**src/rtl/alu_arbiter_8bit.sv**
```systemverilog
// Two-port arbiter sharing one 8-bit ALU through an IDLE/EXEC/RESP FSM.
// Define ALU_ARB_OPCHECK_EN to flag opcode 3'b111 as illegal instead of executing it.
module alu_8bit (
  input  logic [7:0] A,
  input  logic [7:0] B,
  input  logic [2:0] sel,
  output logic [7:0] out,
  output logic       carry,
  output logic       zeroFlag,
  output logic       negFlag,
  output logic       OverFlowFlag
);
  logic signed [8:0] a_s;
  logic signed [8:0] b_s;
  logic signed [8:0] sum_s;
  logic signed [8:0] dif_s;
  logic        [8:0] add_u;
  logic        [8:0] sub_u;

  assign a_s   = {A[7], A};
  assign b_s   = {B[7], B};
  assign sum_s = a_s + b_s;
  assign dif_s = a_s - b_s;
  assign add_u = {1'b0, A} + {1'b0, B};
  assign sub_u = {1'b0, A} - {1'b0, B};

  // carry is the unsigned carry-out (borrow for SUB, shifted-out bit for shifts)
  always_comb begin
    out          = 8'd0;
    carry        = 1'b0;
    OverFlowFlag = 1'b0;
    case (sel)
      3'b000: begin
        out          = add_u[7:0];
        carry        = add_u[8];
        OverFlowFlag = sum_s[8] ^ sum_s[7];
      end
      3'b001: begin
        out          = sub_u[7:0];
        carry        = sub_u[8];
        OverFlowFlag = dif_s[8] ^ dif_s[7];
      end
      3'b010: out = A & B;
      3'b011: out = A | B;
      3'b100: out = A ^ B;
      3'b101: out = ~A;
      3'b110: begin
        out   = {A[6:0], 1'b0};
        carry = A[7];
      end
      default: begin
        out   = {1'b0, A[7:1]};
        carry = A[0];
      end
    endcase
    zeroFlag = (out == 8'd0);
    negFlag  = out[7];
  end
endmodule

module alu_arbiter_8bit #(
  parameter bit FAIR_RR = 1'b1
) (
  input  logic       clk,
  input  logic       rst,
  input  logic       req0_valid,
  output logic       req0_ready,
  input  logic [7:0] req0_a,
  input  logic [7:0] req0_b,
  input  logic [2:0] req0_sel,
  input  logic       req1_valid,
  output logic       req1_ready,
  input  logic [7:0] req1_a,
  input  logic [7:0] req1_b,
  input  logic [2:0] req1_sel,
  output logic       resp0_valid,
  input  logic       resp0_ready,
  output logic [7:0] resp0_result,
  output logic [3:0] resp0_flags,
  output logic       resp0_err,
  output logic       resp1_valid,
  input  logic       resp1_ready,
  output logic [7:0] resp1_result,
  output logic [3:0] resp1_flags,
  output logic       resp1_err,
  output logic       busy
);
  typedef enum logic [1:0] {IDLE, EXEC, RESP} state_t;

  state_t     state_q, state_d;
  logic       rr_ptr_q, rr_ptr_d;
  logic       gnt_q, gnt_d;
  logic [7:0] a_q, a_d;
  logic [7:0] b_q, b_d;
  logic [2:0] sel_q, sel_d;
  logic [7:0] result_q, result_d;
  logic [3:0] flags_q, flags_d;
  logic       rst_dly_q;
`ifdef ALU_ARB_OPCHECK_EN
  logic       err_q, err_d;
`endif

  logic [7:0] alu_out;
  logic       alu_c, alu_z, alu_n, alu_v;
  logic       out_en;
  logic       pick;
  logic       accept;
  logic       resp_hs;

  alu_8bit u_alu (
    .A            (a_q),
    .B            (b_q),
    .sel          (sel_q),
    .out          (alu_out),
    .carry        (alu_c),
    .zeroFlag     (alu_z),
    .negFlag      (alu_n),
    .OverFlowFlag (alu_v)
  );

  // Outputs are silenced while rst is high and for one cycle after it drops
  assign out_en  = !rst && !rst_dly_q;
  assign accept  = out_en && (state_q == IDLE) && (req0_valid || req1_valid);
  assign resp_hs = (state_q == RESP) && (gnt_q ? resp1_ready : resp0_ready);

  always_comb begin
    pick = rr_ptr_q;
    if (req0_valid && !req1_valid) pick = 1'b0;
    else if (req1_valid && !req0_valid) pick = 1'b1;
  end

  always_comb begin
    state_d  = state_q;
    rr_ptr_d = rr_ptr_q;
    gnt_d    = gnt_q;
    a_d      = a_q;
    b_d      = b_q;
    sel_d    = sel_q;
    result_d = result_q;
    flags_d  = flags_q;
`ifdef ALU_ARB_OPCHECK_EN
    err_d    = err_q;
`endif
    case (state_q)
      IDLE: begin
        if (accept) begin
          gnt_d   = pick;
          a_d     = pick ? req1_a : req0_a;
          b_d     = pick ? req1_b : req0_b;
          sel_d   = pick ? req1_sel : req0_sel;
          state_d = EXEC;
        end
      end
      EXEC: begin
        result_d = alu_out;
        flags_d  = {alu_v, alu_n, alu_z, alu_c};
`ifdef ALU_ARB_OPCHECK_EN
        err_d    = 1'b0;
        if (sel_q == 3'b111) begin
          result_d = 8'd0;
          flags_d  = 4'd0;
          err_d    = 1'b1;
        end
`endif
        state_d = RESP;
      end
      RESP: begin
        if (resp_hs) begin
          rr_ptr_d = FAIR_RR ? !gnt_q : 1'b0;
          state_d  = IDLE;
        end
      end
      default: state_d = IDLE;
    endcase
  end

  always_ff @(posedge clk) begin
    if (rst) begin
      state_q   <= IDLE;
      rr_ptr_q  <= 1'b0;
      gnt_q     <= 1'b0;
      a_q       <= 8'd0;
      b_q       <= 8'd0;
      sel_q     <= 3'd0;
      result_q  <= 8'd0;
      flags_q   <= 4'd0;
      rst_dly_q <= 1'b1;
`ifdef ALU_ARB_OPCHECK_EN
      err_q     <= 1'b0;
`endif
    end else begin
      state_q   <= state_d;
      rr_ptr_q  <= rr_ptr_d;
      gnt_q     <= gnt_d;
      a_q       <= a_d;
      b_q       <= b_d;
      sel_q     <= sel_d;
      result_q  <= result_d;
      flags_q   <= flags_d;
      rst_dly_q <= 1'b0;
`ifdef ALU_ARB_OPCHECK_EN
      err_q     <= err_d;
`endif
    end
  end

  assign req0_ready   = accept && !pick;
  assign req1_ready   = accept && pick;
  assign busy         = out_en && (state_q != IDLE);
  assign resp0_valid  = out_en && (state_q == RESP) && !gnt_q;
  assign resp1_valid  = out_en && (state_q == RESP) && gnt_q;
  assign resp0_result = resp0_valid ? result_q : 8'd0;
  assign resp1_result = resp1_valid ? result_q : 8'd0;
  assign resp0_flags  = resp0_valid ? flags_q : 4'd0;
  assign resp1_flags  = resp1_valid ? flags_q : 4'd0;
`ifdef ALU_ARB_OPCHECK_EN
  assign resp0_err    = resp0_valid && err_q;
  assign resp1_err    = resp1_valid && err_q;
`else
  assign resp0_err    = 1'b0;
  assign resp1_err    = 1'b0;
`endif
endmodule
```
**config.mk**
```make
export PLATFORM = sky130hd
export DESIGN_NAME = alu_arbiter_8bit
export DESIGN_NICKNAME = d
export VERILOG_FILES = /design/src/rtl/alu_arbiter_8bit.sv
export SDC_FILE = /design/constraint.sdc
export NUM_CORES = 1
export LEC_CHECK = 0
export CAP_MARGIN = 10
export CORE_ASPECT_RATIO = 1.75
export CORE_MARGIN = 3
export CORE_UTILIZATION = 39
export DETAILED_ROUTE_END_ITERATION = 6
export PLACE_DENSITY = 0.68
export REMOVE_ABC_BUFFERS = 1
export SLEW_MARGIN = 30
export SYNTH_ARGS = -nofsm -noshare
export SYNTH_HDL_FRONTEND = slang
export SYNTH_SLANG_ARGS = --single-unit
export TNS_END_PERCENT = 10
```
**constraint.sdc**
```tcl
create_clock -name clk -period 2.3 [get_ports clk]
set_input_delay 0.575 -clock clk [delete_from_list [all_inputs] [get_ports clk]]
set_output_delay 0.575 -clock clk [all_outputs]
set_load 0.05 [all_outputs]
```
Word-level counts from Yosys, hierarchy flattened
Cells that the tools add are included.

Register bits after elaboration: 36. Input bits: 44. Output and inout bits: 31. Logic and storage cells: 73.

$add $sub $neg: 4. Eq/ne operators: 10. Multiplexer cells: 17. Bitwise operators: 6. Reduce and logical (&&, ||, !) cells: 27.

Operator list (number): $pmux W8 S7 (1); $mux W8 (4); $add A8 B8 Y9 (2); $sub A8 B8 Y9 (2); $logic_and A1 B1 Y1 (12); $eq A3 B3 Y1 const B (3); $and A8 B8 Y8 (1); $logic_not A8 Y1 (1); $mux W4 (2); $not A8 Y8 (1); $or A8 B8 Y8 (1); $xor A8 B8 Y8 (1); $eq A3 B2 Y1 const B (2); $logic_not A1 Y1 (6); $pmux W2 S3 (1); $reduce_and A2 Y1 (3); $mux W1 (4); $mux W2 (2); $ne A2 B2 Y1 const B (2); $pmux W1 S4 (1); $reduce_or A4 Y1 (1); $eq A3 B1 Y1 const B (1); $logic_not A3 Y1 (1); $mux W3 (1); 7 further kinds (8).

Logic depth before layout (Yosys ltp)
Gate-level depths: netlist of run 1.

Word-level depth: 6. Mapped depth: 11. Depth with buffers taken out: 11.

Modules after synthesis
From an unflattened synthesis of run 1, not the netlist that was laid out.

Cell total of the unflattened synthesis: 388. Area, all modules: 3155.5 µm².

Modules (own cells, without submodules): alu_arbiter_8bit (instances 1, cells each 179, area an instance 1694.1 µm², sequential area each 720.7 µm²); alu_8bit (instances 1, cells each 209, area an instance 1461.4 µm², sequential area each 0.0 µm²).

Worst setup path after synthesis of run 1
OpenSTA, ideal clock, no wires.

Path kind: input-to-output. Start point: input port req0_valid. End point: output port req0_ready. Arrival: 2.836 ns. Required time: 1.725 ns. Setup slack: -1.111 ns. Stages: 4. Buffers on the path: 1. Cells stage by stage: inv_1 -> maj3_1 -> buf_1 -> nor4_1.

Longest elaborated chain between the ends: 6. Elaborated cells between the ends (all ways): 9. Classes of those cells: 2 x mux; 7 x reduce/logical.

Ends and longest elaborated chain: from (decl) (RTL line 66) `input logic req0_valid,`; $logic_not A1 Y1 (RTL line 129) `else if (req1_valid && !req0_valid) pick = 1'b1;`; $logic_and A1 B1 Y1 (RTL line 129); $mux W1 (RTL line 129); $mux W1 (RTL line 128) `if (req0_valid && !req1_valid) pick = 1'b0;`; $logic_not A1 Y1 (RTL line 207) `assign req0_ready = accept && !pick;`; $logic_and A1 B1 Y1 * (RTL line 207); to (decl) (RTL line 67) `output logic req0_ready,`.

Every way passes the cells marked *; elsewhere a longest branch is shown, timed or not.

Worst setup path in the final report of run 1
Start point: register a_q[1]. End point: register flags_q[1].

Longest elaborated chain between the ends: 3. Elaborated cells between the ends (all ways): 8. Classes of those cells: 2 x add/sub; 1 x mux; 4 x bitwise; 1 x reduce/logical.

Ends and longest elaborated chain: from (decl) (RTL line 93) `logic [7:0] a_q, a_d;`; from (signal assigned) (RTL line 182) `a_q <= 8'd0;`; from (signal assigned) (RTL line 195) `a_q <= a_d;`; $sub A8 B8 Y9, or another cell as far along (RTL line 25) `assign sub_u = {1'b0, A} - {1'b0, B};`; $pmux W8 S7 * (RTL line 32) `case (sel)`; $logic_not A8 Y1 * (RTL line 56) `zeroFlag = (out == 8'd0);`; to (signal assigned) (RTL line 199) `flags_q <= flags_d;`; to (decl) (RTL line 97) `logic [3:0] flags_q, flags_d;`.

Marked as above. A chain may end at the register's enable or synchronous reset.

==> impl_metrics.csv, run 1 <==
group,metric,value,unit
run_status,status,"finished, violations left",
run_status,failed_checks,"negative setup slack",
grt,grt_pass1_wl,16.3,mm
run,cap_violations,0,
clocking,clkTransAtPathRegs,0.07,ns
logic_synthesis,synth-edff-count,0,
detailed_routing,dr.pass1.iters,4,
cells_and_area,fin_util,66.6,%
power,p_clk_share,29.5,%
sta,layout_worst_path_cycle_share,104,%
power,power_frac_comb,41.1,%
floorplan,die_w,73.7,um
floorplan,design.die.area,9160,um2
sta,hold_viol_final,0,
grt,grt_max_degree,41,
clocking,cts_made_buffers,5,
clocking,cts_tree,"built",
detailed_routing,wl_per_cell,16.8,um
logic_synthesis,synth_flop_cell,"dfxtp_1",
floorplan,initial_utilization,40.7,%
setup_path,start_kind,"register",
sta,fin_crit,2.39,ns
power,p_sw,798,uW
cells_and_area,fillers,618,
grt,antenna_found_initial,0,
logic_synthesis,synthCells,405,
logic_synthesis,syn-cell-area,3120,um2
cells_and_area,stdcell_count,622,
power,swShare,34.2,%
logic_synthesis,ys_types,68,
sta,skew,0.0111,ns
floorplan,core,7670,um2
clocking,clk_latency,0.29,ns
setup_path,required,2.54,ns
placed_design,place_inst,608,
cells_and_area,multi_input_area,2380,um2
min_path,min_path_type,"register to register",
detailed_routing,via_per_inst,5.46,
logic_synthesis,netlist_top_cells_area,"dfxtp_1, ha_1, mux2i_1, a211oi_1, nor2_1",
sta,fin_ws,-0.0894,ns
sta,final-setup-viol-count,3,
setup_path,crit_fanout,5,
detailed_routing,dr.first_iter.drc_count,113,
placed_design,gp_congestion,0.929,
cells_and_area,nNetsFinal,604,
grt,grt_pass1_vias,3445,
power,ir_worst_vdd,392,uV
logic_synthesis,yosysSeqAreaShare,22.4,%
clocking,cts_root_buf,"clkbuf_16",
power,power_density,456,nW/um2
cells_and_area,antenna_cells,0,
cells_and_area,area_growth,63.6,%
detailed_routing,drc,0,
sta,drv_slew,0,
detailed_routing,finalWirelength,10.5,mm
detailed_routing,ant_nets,0,
setup_path,worst-setup-path-type,"register to register",
floorplan,boundaryPins,75,
grt,track_usage,22.7,%
floorplan,die_y,124,um
cells_and_area,drive_gt1_share,32.4,%
clocking,clkSinkCount,35,
grt,grt-ovfl-total,0,
logic_synthesis,synth_top_area_share,22.4,%
sta,rsz0062_at_grt,"true",
logic_synthesis,yosysTopAreaCell,"dfxtp_1",
cells_and_area,seqCellArea,712,um2
placed_design,hpwlAfterDp,7.97,mm
floorplan,num_rows,42,
setup_path,r2r_cells,10,
logic_synthesis,syn_area_per_cell,7.71,um2
logic_synthesis,yosys_register_bits,35,
placed_design,io_buffers,72,
setup_path,worstSetupEndpointType,"register",
detailed_routing,vias,3396,
logic_synthesis,async_flop_share,0,%
setup_path,critPathArrivalTime,2.63,ns
clocking,cts.path.max_buffers,2,
power,pwr-share-seq,29.3,%
min_path,whs_path_depth,2,
logic_synthesis,yosysWarnings,0,
power,internal_power,1.53,mW
sta,clock.fmax,419,MHz
power,leakage,2.10,nW
clocking,cts.htree.levels,2,
clocking,hold_buffers,0,
-- what timing repair did --
action,in CTS,in global routing
cloned,0,0
resized for setup,33,36
setup buffers,3,4
pin swaps,14,19
endpoints found under the setup margin,36,18
-- final cells by class --
type	instances	share of cell area (%)
Clock buffer	6	2.52
Clock inverter	2	0.245
Inverter	27	2.08
Multi-Input combinational cell	312	46.5
Sequential cell	35	13.9
Tap cell	88	2.15
Timing Repair Buffer	152	32.5
-- power groups by stage --
stage          clock, mW  combinational, mW  sequential (mW)
5_1_grt            0.719               1.04            0.689
4_1_cts            0.694              0.887            0.679
3_3_place_gp           0              0.838            0.687
6_report           0.689              0.959            0.684
3_5_place_dp           0              0.846            0.690
2_1_floorplan          0              0.431            0.707
-- per-layer routing --
layer,GRT usage [%],vias to the layer above,routed length [um]
li1,-,1687,-
met1,22.6,1587,3820
met2,42.1,94,5930
met3,2.99,28,306
met4,13.3,0,403
met5,0,-,0
-- synth_stat cells, types with 2 or more instances --
| cell type | count |
|---|---|
| a21oi_1 | 31 |
| ha_1 | 25 |
| a21o_1 | 2 |
| nand2b_1 | 5 |
| dfxtp_1 | 35 |
| fa_1 | 2 |
| buf_6 | 3 |
| o211ai_1 | 2 |
| nor3_1 | 11 |
| a32oi_1 | 2 |
| xor2_1 | 2 |
| inv_1 | 26 |
| o221ai_1 | 2 |
| o21ai_0 | 15 |
| nor3b_1 | 3 |
| o22ai_1 | 4 |
| o32a_1 | 2 |
| clkbuf_1 | 14 |
| nand3_1 | 3 |
| o21a_1 | 3 |
| and2_1 | 23 |
| nor4_1 | 2 |
| nor2_1 | 48 |
| a211oi_1 | 24 |
| o21bai_1 | 2 |
| a31oi_1 | 2 |
| buf_4 | 9 |
| nand2_1 | 26 |
| nor2b_1 | 3 |
| and3_1 | 6 |
| mux2i_1 | 26 |
| buf_2 | 3 |
| buf_1 | 3 |
| and3b_1 | 2 |
-- kinds of logic after synthesis --
kind of cell | share of synthesized area [%]
compound gates | 24.5
xor+xnor | 0.841
fa+ha+maj | 11.6
buf+inv | 9.09
flops | 22.4
mux | 9.41
other cells | 0.120
simple gates | 22.0
-- sequential cells by signal (all words and copies together), names as in the netlist --
| register | flops |
|---|---|
| sel_q | 3 |
| gnt_q | 1 |
| state_q | 2 |
| rst_dly_q | 1 |
| rr_ptr_q | 1 |
| result_q | 7 |
| b_q | 8 |
| flags_q | 4 |
| a_q | 8 |
-- critical path, stage by stage, from the launching register on --
cell and delay [ns]:
dfxtp_2 0.33, buf_6 0.14, ha_4 0.15, o21bai_4 0.18, a221oi_4 0.26, buf_6 0.14
mux2_4 0.28, a311o_1 0.28, o32a_1 0.32, nor2_1 0.12, a31o_1 0.14
-- stage by stage --
step	TNS, ns	total power, mW	area (um2)	setup slack (ns)	hold slack (ns)
5_1_grt	-0.733	2.45	5110	-0.171	0.490
2_1_floorplan	-27.59	1.14	2950	-1.64	0.434
6_report	-0.166	2.33	5110	-0.0894	0.463
3_3_place_gp	-10.73	1.53	4670	-0.436	0.448
3_5_place_dp	-11.62	1.54	4670	-0.434	0.455
4_1_cts	-0.401	2.26	4950	-0.150	0.463
-- placed cells by master (no fill, tap or decap), types with 5 or more instances in the layout --
cell,synthesis,final
a211oi_1,24,24
a21oi_1,31,27
and2_1,23,18
and2_4,0,5
and3_1,6,5
buf_12,0,32
buf_4,9,73
clkbuf_16,0,5
clkdlybuf4s50_1,0,40
dfxtp_1,35,26
dfxtp_2,0,9
ha_1,25,19
ha_4,0,6
inv_1,26,18
inv_2,0,7
mux2i_1,26,26
nand2_1,26,25
nor2_1,48,47
nor3_1,11,10
o21ai_0,15,15
-- final timing paths --
check	startpoint	endpoint	slack [ns]
worst min-delay path	result_q[5]$_SDFFE_PP0N_	result_q[5]$_SDFFE_PP0N_	0.46
worst max-delay path	a_q[1]$_SDFFE_PP0P_	flags_q[1]$_SDFFE_PP0N_	-0.09
worst max register to register	a_q[1]$_SDFFE_PP0P_	flags_q[1]$_SDFFE_PP0N_	-0.09
worst min register to register	result_q[5]$_SDFFE_PP0N_	result_q[5]$_SDFFE_PP0N_	0.46
Note: power is estimated with default switching activity, not from simulation.
==> run 2: changes to the inputs <==
--- a/config.mk
+++ b/config.mk
@@ -6,11 +6,13 @@
 export NUM_CORES = 1
 export LEC_CHECK = 0
 export CAP_MARGIN = 10
+export CELL_PAD_IN_SITES_DETAIL_PLACEMENT = 1
+export CELL_PAD_IN_SITES_GLOBAL_PLACEMENT = 1
 export CORE_ASPECT_RATIO = 1.75
 export CORE_MARGIN = 3
-export CORE_UTILIZATION = 39
+export CORE_UTILIZATION = 33
 export DETAILED_ROUTE_END_ITERATION = 6
-export PLACE_DENSITY = 0.68
+export PLACE_DENSITY_LB_ADDON = 0.1
 export REMOVE_ABC_BUFFERS = 1
 export SLEW_MARGIN = 30
 export SYNTH_ARGS = -nofsm -noshare
==> run 2 against run 1 <==
- the flow still finishes with violations (negative setup slack)
- routed wire length is 17% higher
- clock power is 6.5% higher
- worst hold slack improved by 0.0087 ns
- critical path depth unchanged
- sequential power grew 1%
- total power up 4.3%
- global-route usage grew 0.27 points
- core utilization down 9.3 points
- sequential share of layout area decreased by 0.23 points
- cell count is 6.6% higher
- critical path type unchanged
==> impl_metrics.csv, run 2 (synthesis gave the netlist of run 1 again) <==
group,metric,value,unit
run_status,status,"finished, violations left",
run_status,failed_checks,"negative setup slack",
placed_design,io_buffers,72,
cells_and_area,fin_util,57.3,%
setup_path,critPathArrivalTime,2.68,ns
sta,setup-tns-final,-0.498,ns
grt,track_usage,23.0,%
setup_path,crit_chain,"inv_2 > buf_4 > ha_2 > a221oi_2 > buf_4 > mux2_4 > a311o_1 > o32a_1 > nor2_1 > a31o_1",
sta,hold_viol_final,0,
floorplan,core,9150,um2
setup_path,crit_buf_inv,3,
placed_design,place_inst,646,
setup_path,required,2.53,ns
clocking,clkTransAtPathRegs,0.06,ns
setup_path,start_kind,"register",
power,leakage,2.13,nW
sta,clock.fmax,409,MHz
sta,fin_ws,-0.148,ns
placed_design,dp_slack,-0.383,ns
cells_and_area,largest_registers,"a_q x8, b_q x8, result_q x7",
min_path,hold_path.startpoint,"result_q[2]$_SDFFE_PP0N_",
grt,grt_pass1_vias,3790,
cells_and_area,nNetsFinal,613,
clocking,cts.path.max_buffers,2,
setup_path,r2r_start,"b_q[2]$_SDFFE_PP0P_",
grt,grt_pass1_wl,19.0,mm
grt,grt_max_degree,41,
setup_path,worstSetupEndpointType,"register",
detailed_routing,via_per_inst,5.36,
sta,layout_worst_path_cycle_share,106,%
sta,rsz0062_at_grt,"true",
power,ir_worst_vdd,357,uV
run,cap_violations,0,
clocking,cts.htree.levels,2,
setup_path,crit_top_cell,"buf_4",
cells_and_area,stdcell_count,663,
sta,final-setup-viol-count,7,
sta,skew,0.00370,ns
floorplan,num_rows,46,
detailed_routing,wl_per_cell,18.4,um
min_path,min_path_type,"register to register",
placed_design,gp_congestion,0.936,
floorplan,die_w,79.6,um
setup_path,max_stage_delay,0.39,ns
setup_path,crit_family,"compound AO/OA/AOI/OAI gates",
floorplan,initial_utilization,34.1,%
sta,hold_ws,0.471,ns
setup_path,startpoint,"b_q[2]$_SDFFE_PP0P_",
detailed_routing,finalWirelength,12.2,mm
placed_design,hpwlAfterDp,9.14,mm
power,power_density,464,nW/um2
sta,drv_slew,0,
cells_and_area,drive_gt1_share,35.5,%
detailed_routing,dr.first_iter.drc_count,124,
clocking,cts_tree,"built",
cells_and_area,design_area,5240,um2
setup_path,crit_fanout,4,
clocking,cts_made_buffers,5,
setup_path,cp_slowest_cell,"o32a_1",
grt,antenna_found_initial,0,
detailed_routing,dr.pass1.iters,4,
cells_and_area,layout_common_cells,"buf_4, nor2_1, clkdlybuf4s50_1",
placed_design,dpl_cell_area,4710,um2
grt,grt-ovfl-total,0,
clocking,clkSinkCount,35,
detailed_routing,vias,3556,
clocking,hold_buffers,0,
floorplan,boundaryPins,75,
detailed_routing,drc,0,
power,total_power,2.43,mW
clocking,cts_root_buf,"clkbuf_16",
cells_and_area,final_common_cell,"buf_4",
setup_path,worst-setup-path-type,"register to register",
cells_and_area,area_growth,67.8,%
floorplan,design.die.area,10700,um2
floorplan,die_y,135,um
clocking,clk_latency,0.29,ns
sta,fin_crit,2.45,ns
detailed_routing,ant_nets,0,
cells_and_area,antenna_cells,0,
==> run 2: cell types whose count changed in the layout (fill, tap and decap cells not counted), sizes merged <==
cell           before  now
buf               109  118
clkbuf              6    7
clkdlybuf4s15       1    0
clkdlybuf4s50      40   41
clkinv              1    0
==> run 2: timing repair <==
| action | CTS | global route |
|---|---|---|
| gates resized for setup | 53 | 30 |
| setup buffers | 6 | 5 |
| pin swaps | 18 | 17 |
| setup endpoints to repair | 37 | 34 |
==> run 2: area by class of cell <==
type | instances | area [um2]
clock buffer | 7 | 153
tap | 120 | 150
clock inverter | 1 | 7.51
inverter | 27 | 109
fill | 1054 | 3910
multi-input combinational | 312 | 2410
sequential | 35 | 718
timing repair buffer | 161 | 1690
==> run 2: final timing paths <==
check / depth (start not counted) / slack [ns] / endpoint
worst max-delay path: 10 / -0.15 / flags_q[1]$_SDFFE_PP0N_
worst min-delay path: 2 / 0.47 / result_q[2]$_SDFFE_PP0N_
worst max register to register: 10 / -0.15 / flags_q[1]$_SDFFE_PP0N_
worst min register to register: 2 / 0.47 / result_q[2]$_SDFFE_PP0N_
==> run 2: layer usage <==
| metal | global-route usage [%] | up-vias | wire length (um) |
|---|---|---|---|
| met3 | 3.07 | 27 | 417 |
| met4 | 7.55 | 0 | 372 |
| met1 | 23.9 | 1727 | 4400 |
| met2 | 45.5 | 102 | 7020 |
| li1 | - | 1700 | - |
| met5 | 0 | - | 0 |
==> run 2: worst register-to-register path, cell delays in order, from the launching register on <==
cell and delay, ns:
dfxtp_1 0.35, inv_2 0.06, buf_4 0.13, ha_2 0.20
a221oi_2 0.25, buf_4 0.16, mux2_4 0.30, a311o_1 0.28
o32a_1 0.39, nor2_1 0.13, a31o_1 0.14
==> run 2: where the power goes <==
group	internal (mW)	leakage [nW]	total (mW)	switching, mW
registers	0.648	0.291	0.693	0.0454
logic	0.499	1.76	1.00	0.506
clock network	0.461	0.0761	0.734	0.273
total	1.61	2.13	2.43	0.824
==> run 3: changes to the inputs <==
--- a/config.mk
+++ b/config.mk
@@ -14,6 +14,7 @@
 export DETAILED_ROUTE_END_ITERATION = 6
 export PLACE_DENSITY_LB_ADDON = 0.1
 export REMOVE_ABC_BUFFERS = 1
+export SETUP_SLACK_MARGIN = 0.2
 export SLEW_MARGIN = 30
 export SYNTH_ARGS = -nofsm -noshare
 export SYNTH_HDL_FRONTEND = slang
==> run 3 against run 2 <==
- clock skew rose by 0.0011 ns
- the run still ends with negative setup slack left
- routed wire length decreased by 0.80%
- combinational power about the same
- first-iteration DRC count shrank 24%
==> impl_metrics.csv, run 3 (synthesis gave the netlist of run 1 again) <==
group,metric,value,unit
setup_path,start_kind,"register",
power,swShare,33.7,%
sta,drv_slew,0,
placed_design,dpl_cell_area,4710,um2
cells_and_area,final_common_cell,"buf_4",
run_status,status,"finished, violations left",
power,p_sw,815,uW
power,leakage,2.16,nW
setup_path,crit_top_cell,"buf_4",
run,cap_violations,0,
placed_design,io_buffers,72,
setup_path,cp_slowest_cell,"dfxtp_2",
floorplan,initial_utilization,34.1,%
cells_and_area,drive_gt1_share,40.6,%
sta,fin_crit,2.49,ns
detailed_routing,vias,3531,
cells_and_area,nNetsFinal,615,
grt,track_usage,22.9,%
setup_path,crit_family,"compound AO/OA/AOI/OAI gates",
floorplan,die_w,79.6,um
sta,layout_worst_path_cycle_share,108,%
floorplan,die_y,135,um
setup_path,worst-setup-path-type,"register to register",
power,pwr-share-seq,28.8,%
setup_path,critPathArrivalTime,2.72,ns
clocking,cts_root_buf,"clkbuf_16",
power,ir_worst_vdd,370,uV
setup_path,required,2.53,ns
detailed_routing,dr.pass1.iters,4,
clocking,cts_tree,"built",
grt,antenna_found_initial,0,
placed_design,hpwlAfterDp,9.14,mm
floorplan,core,9150,um2
sta,hold_ws,0.473,ns
sta,clock.fmax,402,MHz
placed_design,gp_congestion,0.936,
sta,fin_ws,-0.188,ns
grt,grt-ovfl-total,0,
setup_path,crit_buf_inv,4,
clocking,clkTransAtPathRegs,0.06,ns
grt,grt_pass1_vias,3784,
clocking,clk_latency,0.29,ns
detailed_routing,dr.first_iter.drc_count,94,
cells_and_area,multi_input_area,2440,um2
detailed_routing,wl_per_cell,18.2,um
power,p_clk_share,30.3,%
grt,grt_pass1_wl,19.1,mm
sta,rsz0062_at_grt,"true",
grt,grt_max_degree,41,
clocking,cts.path.max_buffers,2,
clocking,clkSinkCount,35,
setup_path,worstSetupEndpointType,"register",
cells_and_area,seqCellArea,718,um2
sta,hold_viol_final,0,
floorplan,design.die.area,10700,um2
cells_and_area,fillers,1038,
power,power_density,457,nW/um2
detailed_routing,drc,0,
floorplan,num_rows,46,
sta,skew,0.00484,ns
cells_and_area,antenna_cells,0,
run_status,failed_checks,"negative setup slack",
cells_and_area,area_growth,69.4,%
cells_and_area,largest_registers,"a_q x8, b_q x8, result_q x7",
min_path,min_path_type,"register to register",
setup_path,max_stage_delay,0.36,ns
cells_and_area,design_area,5290,um2
detailed_routing,finalWirelength,12.1,mm
setup_path,crit_chain,"inv_4 > ha_4 > buf_6 > a21oi_4 > o31ai_4 > buf_4 > a2111o_1 > nand2_2 > a221o_1 > a222oi_1 > buf_4 > a31o_1",
clocking,cts_made_buffers,5,
clocking,cts.htree.levels,2,
power,internal_power,1.60,mW
setup_path,crit_fanout,3,
detailed_routing,ant_nets,0,
sta,final-setup-viol-count,5,
floorplan,boundaryPins,75,
cells_and_area,layout_common_cells,"buf_4, nor2_1, clkdlybuf4s50_1",
power,power_frac_comb,40.9,%
detailed_routing,via_per_inst,5.31,
run 3: area by class of cell:
type,instances,area share [%]
inverter,27,2.06
clock inverter,1,0.142
tap,120,2.84
sequential,35,13.6
timing repair buffer,163,32.4
multi-input combinational,312,46.1
clock buffer,7,2.88
run 3: power by group through the flow:
stage	clock [mW]	sequential, mW	combinational, mW
detailed placement	0	0.703	0.862
finish	0.733	0.695	0.990
floorplan	0	0.707	0.431
global placement	0	0.699	0.841
CTS	0.749	0.692	0.935
global route	0.769	0.702	1.07
run 3: final timing paths:
| path | cells past startpoint | start | to | slack, ns |
|---|---|---|---|---|
| min reg2reg | 2 | result_q[3]$_SDFFE_PP0N_ | result_q[3]$_SDFFE_PP0N_ | 0.47 |
| max | 12 | b_q[1]$_SDFFE_PP0P_ | flags_q[1]$_SDFFE_PP0N_ | -0.19 |
| max reg2reg | 12 | b_q[1]$_SDFFE_PP0P_ | flags_q[1]$_SDFFE_PP0N_ | -0.19 |
| min | 2 | result_q[3]$_SDFFE_PP0N_ | result_q[3]$_SDFFE_PP0N_ | 0.47 |
run 3: tightest hold or removal path, stage by stage (launching register included):
cell,delay [ns]
dfxtp_1,0.32
nand2_1,0.06
a21oi_1,0.05
run 3: layer usage:
| layer | track usage, % | share of wire (%) | vias up |
|---|---|---|---|
| met3 | 2.87 | 3.2 | 19 |
| met1 | 24.2 | 37 | 1727 |
| met5 | 0 | 0 | - |
| li1 | - | - | 1701 |
| met4 | 7.74 | 2.5 | 0 |
| met2 | 44.7 | 58 | 84 |
run 3: stage by stage:
stage / power [mW] / TNS, ns / utilization [%] / instances / setup WS (ns)
2_1_floorplan: 1.14 / -27.59 / - / 374 / -1.64
3_3_place_gp: 1.54 / -6.38 / 51.5 / 646 / -0.296
3_5_place_dp: 1.57 / -7.75 / 51.5 / 646 / -0.383
4_1_cts: 2.38 / -0.362 / 55.7 / 662 / -0.139
5_1_grt: 2.54 / -1.09 / 57.8 / 665 / -0.281
6_report: 2.42 / -0.630 / 57.8 / 665 / -0.188
run 3: timing repair:
item                                    CTS  global route
hold buffers                              0             0
buffers inserted                          8             3
endpoints found under the setup margin   39            36
resized for setup                        65            55
pin swaps                                23            29
